==> config.mk <==
export PLATFORM = sky130hd
export DESIGN_NAME = line_fill_unit_flat
export DESIGN_NICKNAME = d
export VERILOG_FILES = /design/src/rtl/mem_pkg.sv /design/src/rtl/line_fill_unit_if.sv /design/src/rtl/line_fill_unit.sv /design/src/flat_wrapper.sv
export SDC_FILE = /design/constraint.sdc
export NUM_CORES = 1
export LEC_CHECK = 0
export ABC_AREA = 1
export CORE_ASPECT_RATIO = 1.4
export CORE_MARGIN = 2
export CORE_UTILIZATION = 37
export CTS_CLUSTER_DIAMETER = 150
export CTS_CLUSTER_SIZE = 8
export DETAILED_ROUTE_END_ITERATION = 10
export HOLD_SLACK_MARGIN = 0.12
export PLACE_DENSITY_LB_ADDON = 0.05
export SLEW_MARGIN = 20
export SYNTH_ARGS = -nofsm -noshare
export SYNTH_HDL_FRONTEND = slang
export SYNTH_SLANG_ARGS = --single-unit
==> constraint.sdc <==
create_clock -name clk -period 1.86 [get_ports clk]
set_clock_uncertainty 0.1 [all_clocks]
set_input_delay 0.279 -clock clk [delete_from_list [all_inputs] [get_ports clk]]
set_output_delay 0.279 -clock clk [all_outputs]
set_load 0.02 [all_outputs]
==> src/rtl/mem_pkg.sv <==
// Shared memory-side types for the L1 cache and its line fill unit.
// The cache uses line_split for the same tag/index split.
package mem_pkg;

  typedef enum logic [2:0] {
    IDLE,
    RD_REQ,
    RD_CAP,
    WR_REQ,
    DONE
  } line_fill_state_t;

  localparam int WORD_BYTES = 4;

  typedef struct packed {
    logic [31:0] base;
    logic [31:0] idx;
  } line_split_t;

  // idx_w is log2(words per line); base clears the whole line offset
  function automatic line_split_t line_split(
    input logic [31:0] addr,
    input int          idx_w
  );
    logic [31:0] mask;
    mask = (32'd1 << (idx_w + 2)) - 32'd1;
    line_split.base = addr & ~mask;
    line_split.idx  = (addr & mask) >> 2;
  endfunction

endpackage

==> src/rtl/line_fill_unit_if.sv <==
// Cache request / fill return and Avalon-MM master bundle.
// master: the line fill unit; slave: cache plus memory side.
interface line_fill_unit_if #(
  parameter int WORDS_PER_LINE = 4
);
  localparam int IDX_W = $clog2(WORDS_PER_LINE);

  logic             req_valid;
  logic             req_ready;
  logic             req_write;
  logic [31:0]      req_addr;
  logic [31:0]      req_wdata;
  logic [3:0]       req_byteenable;
  logic             fill_valid;
  logic [IDX_W-1:0] fill_idx;
  logic [31:0]      fill_data;
  logic             done;
  logic [31:0]      address;
  logic             read;
  logic             write;
  logic             waitrequest;
  logic [31:0]      writedata;
  logic [3:0]       byteenable;
  logic [31:0]      readdata;

  modport master (
    input  req_valid, req_write, req_addr,
    input  req_wdata, req_byteenable,
    output req_ready,
    output fill_valid, fill_idx, fill_data, done,
    output address, read, write,
    output writedata, byteenable,
    input  waitrequest, readdata
  );

  modport slave (
    output req_valid, req_write, req_addr,
    output req_wdata, req_byteenable,
    input  req_ready,
    input  fill_valid, fill_idx, fill_data, done,
    input  address, read, write,
    input  writedata, byteenable,
    output waitrequest, readdata
  );

endinterface

==> src/rtl/line_fill_unit.sv <==
// Line fill unit: critical-word-first line fills and single-word
// write-through, acting as the sole Avalon-MM master.
module line_fill_unit
  import mem_pkg::*;
#(
  parameter int WORDS_PER_LINE = 4
) (
  input logic              clk,
  input logic              reset,
  line_fill_unit_if.master bus
);

  localparam int IDX_W = $clog2(WORDS_PER_LINE);

  line_fill_state_t state, state_nxt;
  line_split_t      split;

  logic [31:0]      base;
  logic [31:0]      idx;
  logic [IDX_W-1:0] cnt;
  logic [31:0]      wr_addr;
  logic [31:0]      wdata;
  logic [3:0]       be;
  logic             fire;
  logic             last;

  assign split = line_split(bus.req_addr, IDX_W);
  assign fire  = (state == IDLE) && bus.req_valid;
  assign last  = (cnt == IDX_W'(WORDS_PER_LINE - 1));

  always_ff @(posedge clk) begin
    if (!reset) begin
      state   <= IDLE;
      base    <= '0;
      idx     <= '0;
      cnt     <= '0;
      wr_addr <= '0;
      wdata   <= '0;
      be      <= '0;
    end else begin
      state <= state_nxt;
      if (fire) begin
        base    <= split.base;
        idx     <= split.idx;
        cnt     <= '0;
        wr_addr <= bus.req_addr & ~32'd3;
        wdata   <= bus.req_wdata;
        be      <= bus.req_byteenable;
      end else if (state == RD_CAP) begin
        // index wraps inside the line; base stays fixed
        idx <= (idx + 32'd1) & 32'(WORDS_PER_LINE - 1);
        cnt <= cnt + 1'b1;
      end
    end
  end

  always_comb begin
    state_nxt      = state;
    bus.req_ready  = 1'b0;
    bus.read       = 1'b0;
    bus.write      = 1'b0;
    bus.address    = '0;
    bus.writedata  = '0;
    bus.byteenable = '0;
    bus.fill_valid = 1'b0;
    bus.fill_idx   = '0;
    bus.fill_data  = '0;
    bus.done       = 1'b0;
    unique case (state)
      IDLE: begin
        bus.req_ready = 1'b1;
        if (bus.req_valid)
          state_nxt = bus.req_write ? WR_REQ : RD_REQ;
      end
      RD_REQ: begin
        bus.read    = 1'b1;
        bus.address = base + (idx << 2);
        if (!bus.waitrequest)
          state_nxt = RD_CAP;
      end
      RD_CAP: begin
        bus.fill_valid = 1'b1;
        bus.fill_idx   = idx[IDX_W-1:0];
        bus.fill_data  = bus.readdata;
        state_nxt      = last ? DONE : RD_REQ;
      end
      WR_REQ: begin
        bus.write      = 1'b1;
        bus.address    = wr_addr;
        bus.writedata  = wdata;
        bus.byteenable = be;
        if (!bus.waitrequest)
          state_nxt = DONE;
      end
      DONE: begin
        bus.done  = 1'b1;
        state_nxt = IDLE;
      end
      default: state_nxt = IDLE;
    endcase
  end

endmodule

==> src/flat_wrapper.sv <==
// flat-port wrapper written by rule: the top's interface ports become plain ports
module line_fill_unit_flat import mem_pkg::*;
#(
  parameter int WORDS_PER_LINE = 4
)
  (clk, reset, bus_req_valid, bus_req_write, bus_req_addr, bus_req_wdata, bus_req_byteenable, bus_req_ready, bus_fill_valid, bus_fill_idx, bus_fill_data, bus_done, bus_address, bus_read, bus_write, bus_writedata, bus_byteenable, bus_waitrequest, bus_readdata);
  line_fill_unit_if #(.WORDS_PER_LINE(WORDS_PER_LINE)) bus_i ();
  input logic clk;
  input logic reset;
  input wire logic [$bits(bus_i.req_valid)-1:0] bus_req_valid;
  input wire logic [$bits(bus_i.req_write)-1:0] bus_req_write;
  input wire logic [$bits(bus_i.req_addr)-1:0] bus_req_addr;
  input wire logic [$bits(bus_i.req_wdata)-1:0] bus_req_wdata;
  input wire logic [$bits(bus_i.req_byteenable)-1:0] bus_req_byteenable;
  output wire logic [$bits(bus_i.req_ready)-1:0] bus_req_ready;
  output wire logic [$bits(bus_i.fill_valid)-1:0] bus_fill_valid;
  output wire logic [$bits(bus_i.fill_idx)-1:0] bus_fill_idx;
  output wire logic [$bits(bus_i.fill_data)-1:0] bus_fill_data;
  output wire logic [$bits(bus_i.done)-1:0] bus_done;
  output wire logic [$bits(bus_i.address)-1:0] bus_address;
  output wire logic [$bits(bus_i.read)-1:0] bus_read;
  output wire logic [$bits(bus_i.write)-1:0] bus_write;
  output wire logic [$bits(bus_i.writedata)-1:0] bus_writedata;
  output wire logic [$bits(bus_i.byteenable)-1:0] bus_byteenable;
  input wire logic [$bits(bus_i.waitrequest)-1:0] bus_waitrequest;
  input wire logic [$bits(bus_i.readdata)-1:0] bus_readdata;
  assign bus_i.req_valid = bus_req_valid;
  assign bus_i.req_write = bus_req_write;
  assign bus_i.req_addr = bus_req_addr;
  assign bus_i.req_wdata = bus_req_wdata;
  assign bus_i.req_byteenable = bus_req_byteenable;
  assign bus_req_ready = bus_i.req_ready;
  assign bus_fill_valid = bus_i.fill_valid;
  assign bus_fill_idx = bus_i.fill_idx;
  assign bus_fill_data = bus_i.fill_data;
  assign bus_done = bus_i.done;
  assign bus_address = bus_i.address;
  assign bus_read = bus_i.read;
  assign bus_write = bus_i.write;
  assign bus_writedata = bus_i.writedata;
  assign bus_byteenable = bus_i.byteenable;
  assign bus_i.waitrequest = bus_waitrequest;
  assign bus_i.readdata = bus_readdata;
  line_fill_unit #(.WORDS_PER_LINE(WORDS_PER_LINE)) u_core (.clk(clk), .reset(reset), .bus(bus_i));
endmodule
# Yosys cells after proc, flatten, opt, wreduce, memory -nomap -nowiden
# Cells that the tools add are included.
# word_totals
register_bits,101
output_inout_bits,107
word_cells,42
# classes
n_addsub,3
bitwise,1
n_eq_ne,8
mux,18
reduce_logical,5
# ops
operator,count
$mux W32,2
$pmux W32 S2,1
$add A32 B4 Y32,1
$mux W3,4
$pmux W3 S4,1
$mux W2,4
$eq A3 B2 Y1 const B,2
$ne A2 B2 Y1 const B,3
$mux W1,5
$add A2 B1 Y2 const B,2
$mux W4,1
$eq A3 B1 Y1 const B,1
$eq A3 B3 Y1 const B,1
$logic_not A3 Y1,1
$reduce_and A3 Y1,1
$eq A2 B2 Y1 const B,1
$reduce_bool A2 Y1,1
$reduce_or A2 Y1,1
$logic_and A1 B1 Y1,1
$not A1 Y1,1

# Logic depth before layout (Yosys ltp)
# logic_depth
word_depth,3
depth_mapped,8
mapped_depth_nobuf,7

# Worst setup path before layout
# Ideal clock, no wire load.
# synth_path
path_kind,reg2out
startpoint,reg u_core.state[0]
endpoint,out bus_writedata[10]
required_ps,1481
path_stages_with_launch,6
path_slack_ps,211
arrival_ps,1270
path_buffers,1
path_cell_list,dfxtp_1 inv_2 nor2_4 inv_2 clkbuf_1 nor2_1
# synth_via
elab_chain_cells,2
# synth_lines
item,line_no,rtl
from (decl),line_fill_unit.sv:15,"line_fill_state_t state, state_nxt;"
from (signal assigned),line_fill_unit.sv:41,state <= state_nxt;
$eq A3 B2 Y1,line_fill_unit.sv:69,unique case (state)
$mux W32,line_fill_unit.sv:69,
to (decl),flat_wrapper.sv:23,output wire logic [$bits(bus_i.writedata)-1:0] bus_writedata;
# Every way passes these cells.

# Worst setup path in the final report
# layout_path
startpoint,reg u_core.state[0]
endpoint,out bus_address[17]
# layout_via
elab_chain_cells,2
word_cells_on_any_way,3
cone_classes,eq/ne: 2; mux: 1
# layout_lines
item,line_no,rtl
$eq A3 B2 Y1 / $eq A3 B1 Y1 (equally long branches),line_fill_unit.sv:69,
$pmux W32 S2 (*),line_fill_unit.sv:69,
to (decl),flat_wrapper.sv:20,output wire logic [$bits(bus_i.address)-1:0] bus_address;
# Every way passes the cells marked *; elsewhere a longest branch is shown, timed or not.

==> qor.csv <==
metric,value,unit
initial core utilization,0.381,
count of final setup violators,0,
gr usage total,0.195,
GP Congestion,0.772,
"Seq/Total Area, Yosys",0.425,
area grow syn2layout,68.8,%
hold buffer count at CTS,0,
Routed Antenna Nets,0,
Setup Total Neg Slack,0,ns
status,"finished, final reports clean",
Die Y,118,um
leading area contributor after synthesis,dfxtp_1,
"Reg clk slew, reported paths",0.06,ns
DR pass1 iterations,4,
register bit total from synthesis,73,
grt ovf,0,
# diodes,0,
most frequent cells after synthesis,"inv_1, nor2_1, dfxtp_1",
Hold Path Class,in2reg,
die width,85.5,um
Yosys cell types,25,
CTS tree,yes,
latest clock arrival within the worst-skew pair,0.32,ns
critical-path maximum fanout,28,
Synth Instances,490,
most common flop cell mapped by yosys,dfxtp_1,
via density per instance,4.54,
ys async rst share,0,
Buffers on Ports,207,
dpl hpwl,7.27,mm
Peak Freq,0.544,GHz
number of I/O pins,212,
initial antenna violation count,0,
max cap viols,0,
CP Data Required Time,1.48,ns
CTS max path bufs,2,
DRC viols,0,
Setup Crit Path Kind,reg2out,
total power per unit cell area,1090,nW/um^2
largest net degree at the start of global routing,71,
top-area cell type share of the netlist area,0.425,
die area,10100,um^2
Setup crit end kind,output port,
largest cells by area after synthesis,"dfxtp_1, inv_1, nor2_1",
number of H-tree levels,3,
"Avg Cell Area, Syn",7.02,um^2
number of core rows,41,
total wire length,10.2,mm
top-count cell post-synth,inv_1,
vias post-DR,3660,
global-route wire length before repair,15.9,mm
Max Slew Vio Count,0,
Core Footprint,9030,um^2
CTS Root Cell,clkbuf_16,
final core utilization,0.643,
leakage,0.00259,uW
Final Hold Vio Count,0,
DR WL/cell,12.6,um
Yosys Warn Count,0,
RSZ-0062 raised after global routing,yes,
Final Critical Period,1.84,ns
Iteration-0 DRC Markers,103,
number of global-route vias before repair,3460,
final critical-path share of the clock period,0.989,
clk sinks,73,
number of enable flip-flop cells after synthesis,0,
VDD IR max,0.000673,V
Mapped Area,3440,um^2
Worst EP arrival,1.46,ns
crit path launch type,register,
share of layout cells above drive strength 1,0.240,
CTS Buf Count,9,
Reg2Reg Setup Slack,0.32,ns
Nets,801,
[cell usage in the layout (no fill, tap or decap), types with 3 or more instances in the layout]
cell             Yosys  final
inv_1              108    108
clkdlybuf4s50_1      0    101
nor2_1              97     86
dfxtp_1             73     73
a21oi_1             66     66
clkbuf_2             0     40
buf_4                6     39
o21ai_0             38     38
o21ai_1             30     30
clkdlybuf4s15_2      0     23
nor2_4              12     19
nand2_1             12     12
clkbuf_16            0     11
buf_6                8     11
nand3_1              6      6
nor2_2               0      4
buf_12               0      4
inv_6                0      3
clkinvlp_4           0      3
buf_2                7      3
[timing repair]
| item | 4_1_cts | 5_1_grt |
|---|---|---|
| endpoints found under the setup margin | 105 | 92 |
| buffers inserted | 0 | 0 |
| gates cloned | 1 | 2 |
| gates resized for setup | 301 | 124 |
[critical path: stages, from the launching register on]
cell             delay (ns)
dfxtp_1                0.34
inv_2                  0.06
nor2_2                 0.18
inv_6                  0.13
nor2_1                 0.14
clkdlybuf4s15_2        0.28
[through the flow]
step | setup slack, ns | instance area (um^2) | power [uW] | hold slack, ns | std cells
6_report | 0.0213 | 5810 | 6350 | 0.343 | 807
5_1_grt | -0.0681 | 5810 | 6770 | 0.356 | 807
4_1_cts | 0.0000812 | 5750 | 6380 | 0.321 | 805
3_5_place_dp | -0.106 | 5590 | 4750 | 0.343 | 788
3_3_place_gp | -0.0693 | 5590 | 4680 | 0.338 | 788
2_1_floorplan | 0.211 | 3440 | 3760 | 0.330 | 491
[report_power, final]
part / switching, uW / total (uW) / internal (uW) / leakage, uW
Sequential: 114 / 2100 / 1980 / 0.000604
Clock: 660 / 1710 / 1050 / 0.000138
Combinational: 1560 / 2540 / 980 / 0.00185
[routing by layer]
layer  routed length, um  GRT usage
met1                4070      0.213
met2                5120      0.353
met3                 834     0.0519
met4                 177     0.0724
met5                   0          0
[path summary, 6_finish.rpt]
path	start	endpoint	depth (start not counted)
max	u_core.state[0]	bus_address[17]	5
min	reset	u_core.state[1]	4
max reg2reg	u_core.state[0]	u_core.idx[1]	8
min reg2reg	u_core.wdata[4]	u_core.wdata[4]	2
[layout make-up]
type	count	area, um^2
clock buffers	9	225
multi-input cells	273	1400
fillers	860	3220
well taps	107	134
repair buffers	226	2080
clock inverters	7	78.8
flip-flops and latches	73	1460
inverters	112	430
[flip-flops by register name, summed over array words and instances, names as in the netlist]
signal,flops
u_core.wdata,32
u_core.wr_addr,29
u_core.be,4
u_core.state,3
u_core.cnt,2
u_core.idx,2
u_core.base,1
[kinds of logic (layout without fill, tap and decap cells)]
family,after synthesis,after routing,share of synthesized area
AND/OR/NAND/NOR,132,132,0.179
buffers and inverters,145,354,0.188
other,1,2,0.00109
AO/OA/AOI/OAI,137,137,0.201
adder cells (fa/ha/maj),1,1,0.00364
XOR/XNOR,1,1,0.00255
flip-flops,73,73,0.425
Note: power is estimated with default switching activity, not from simulation.
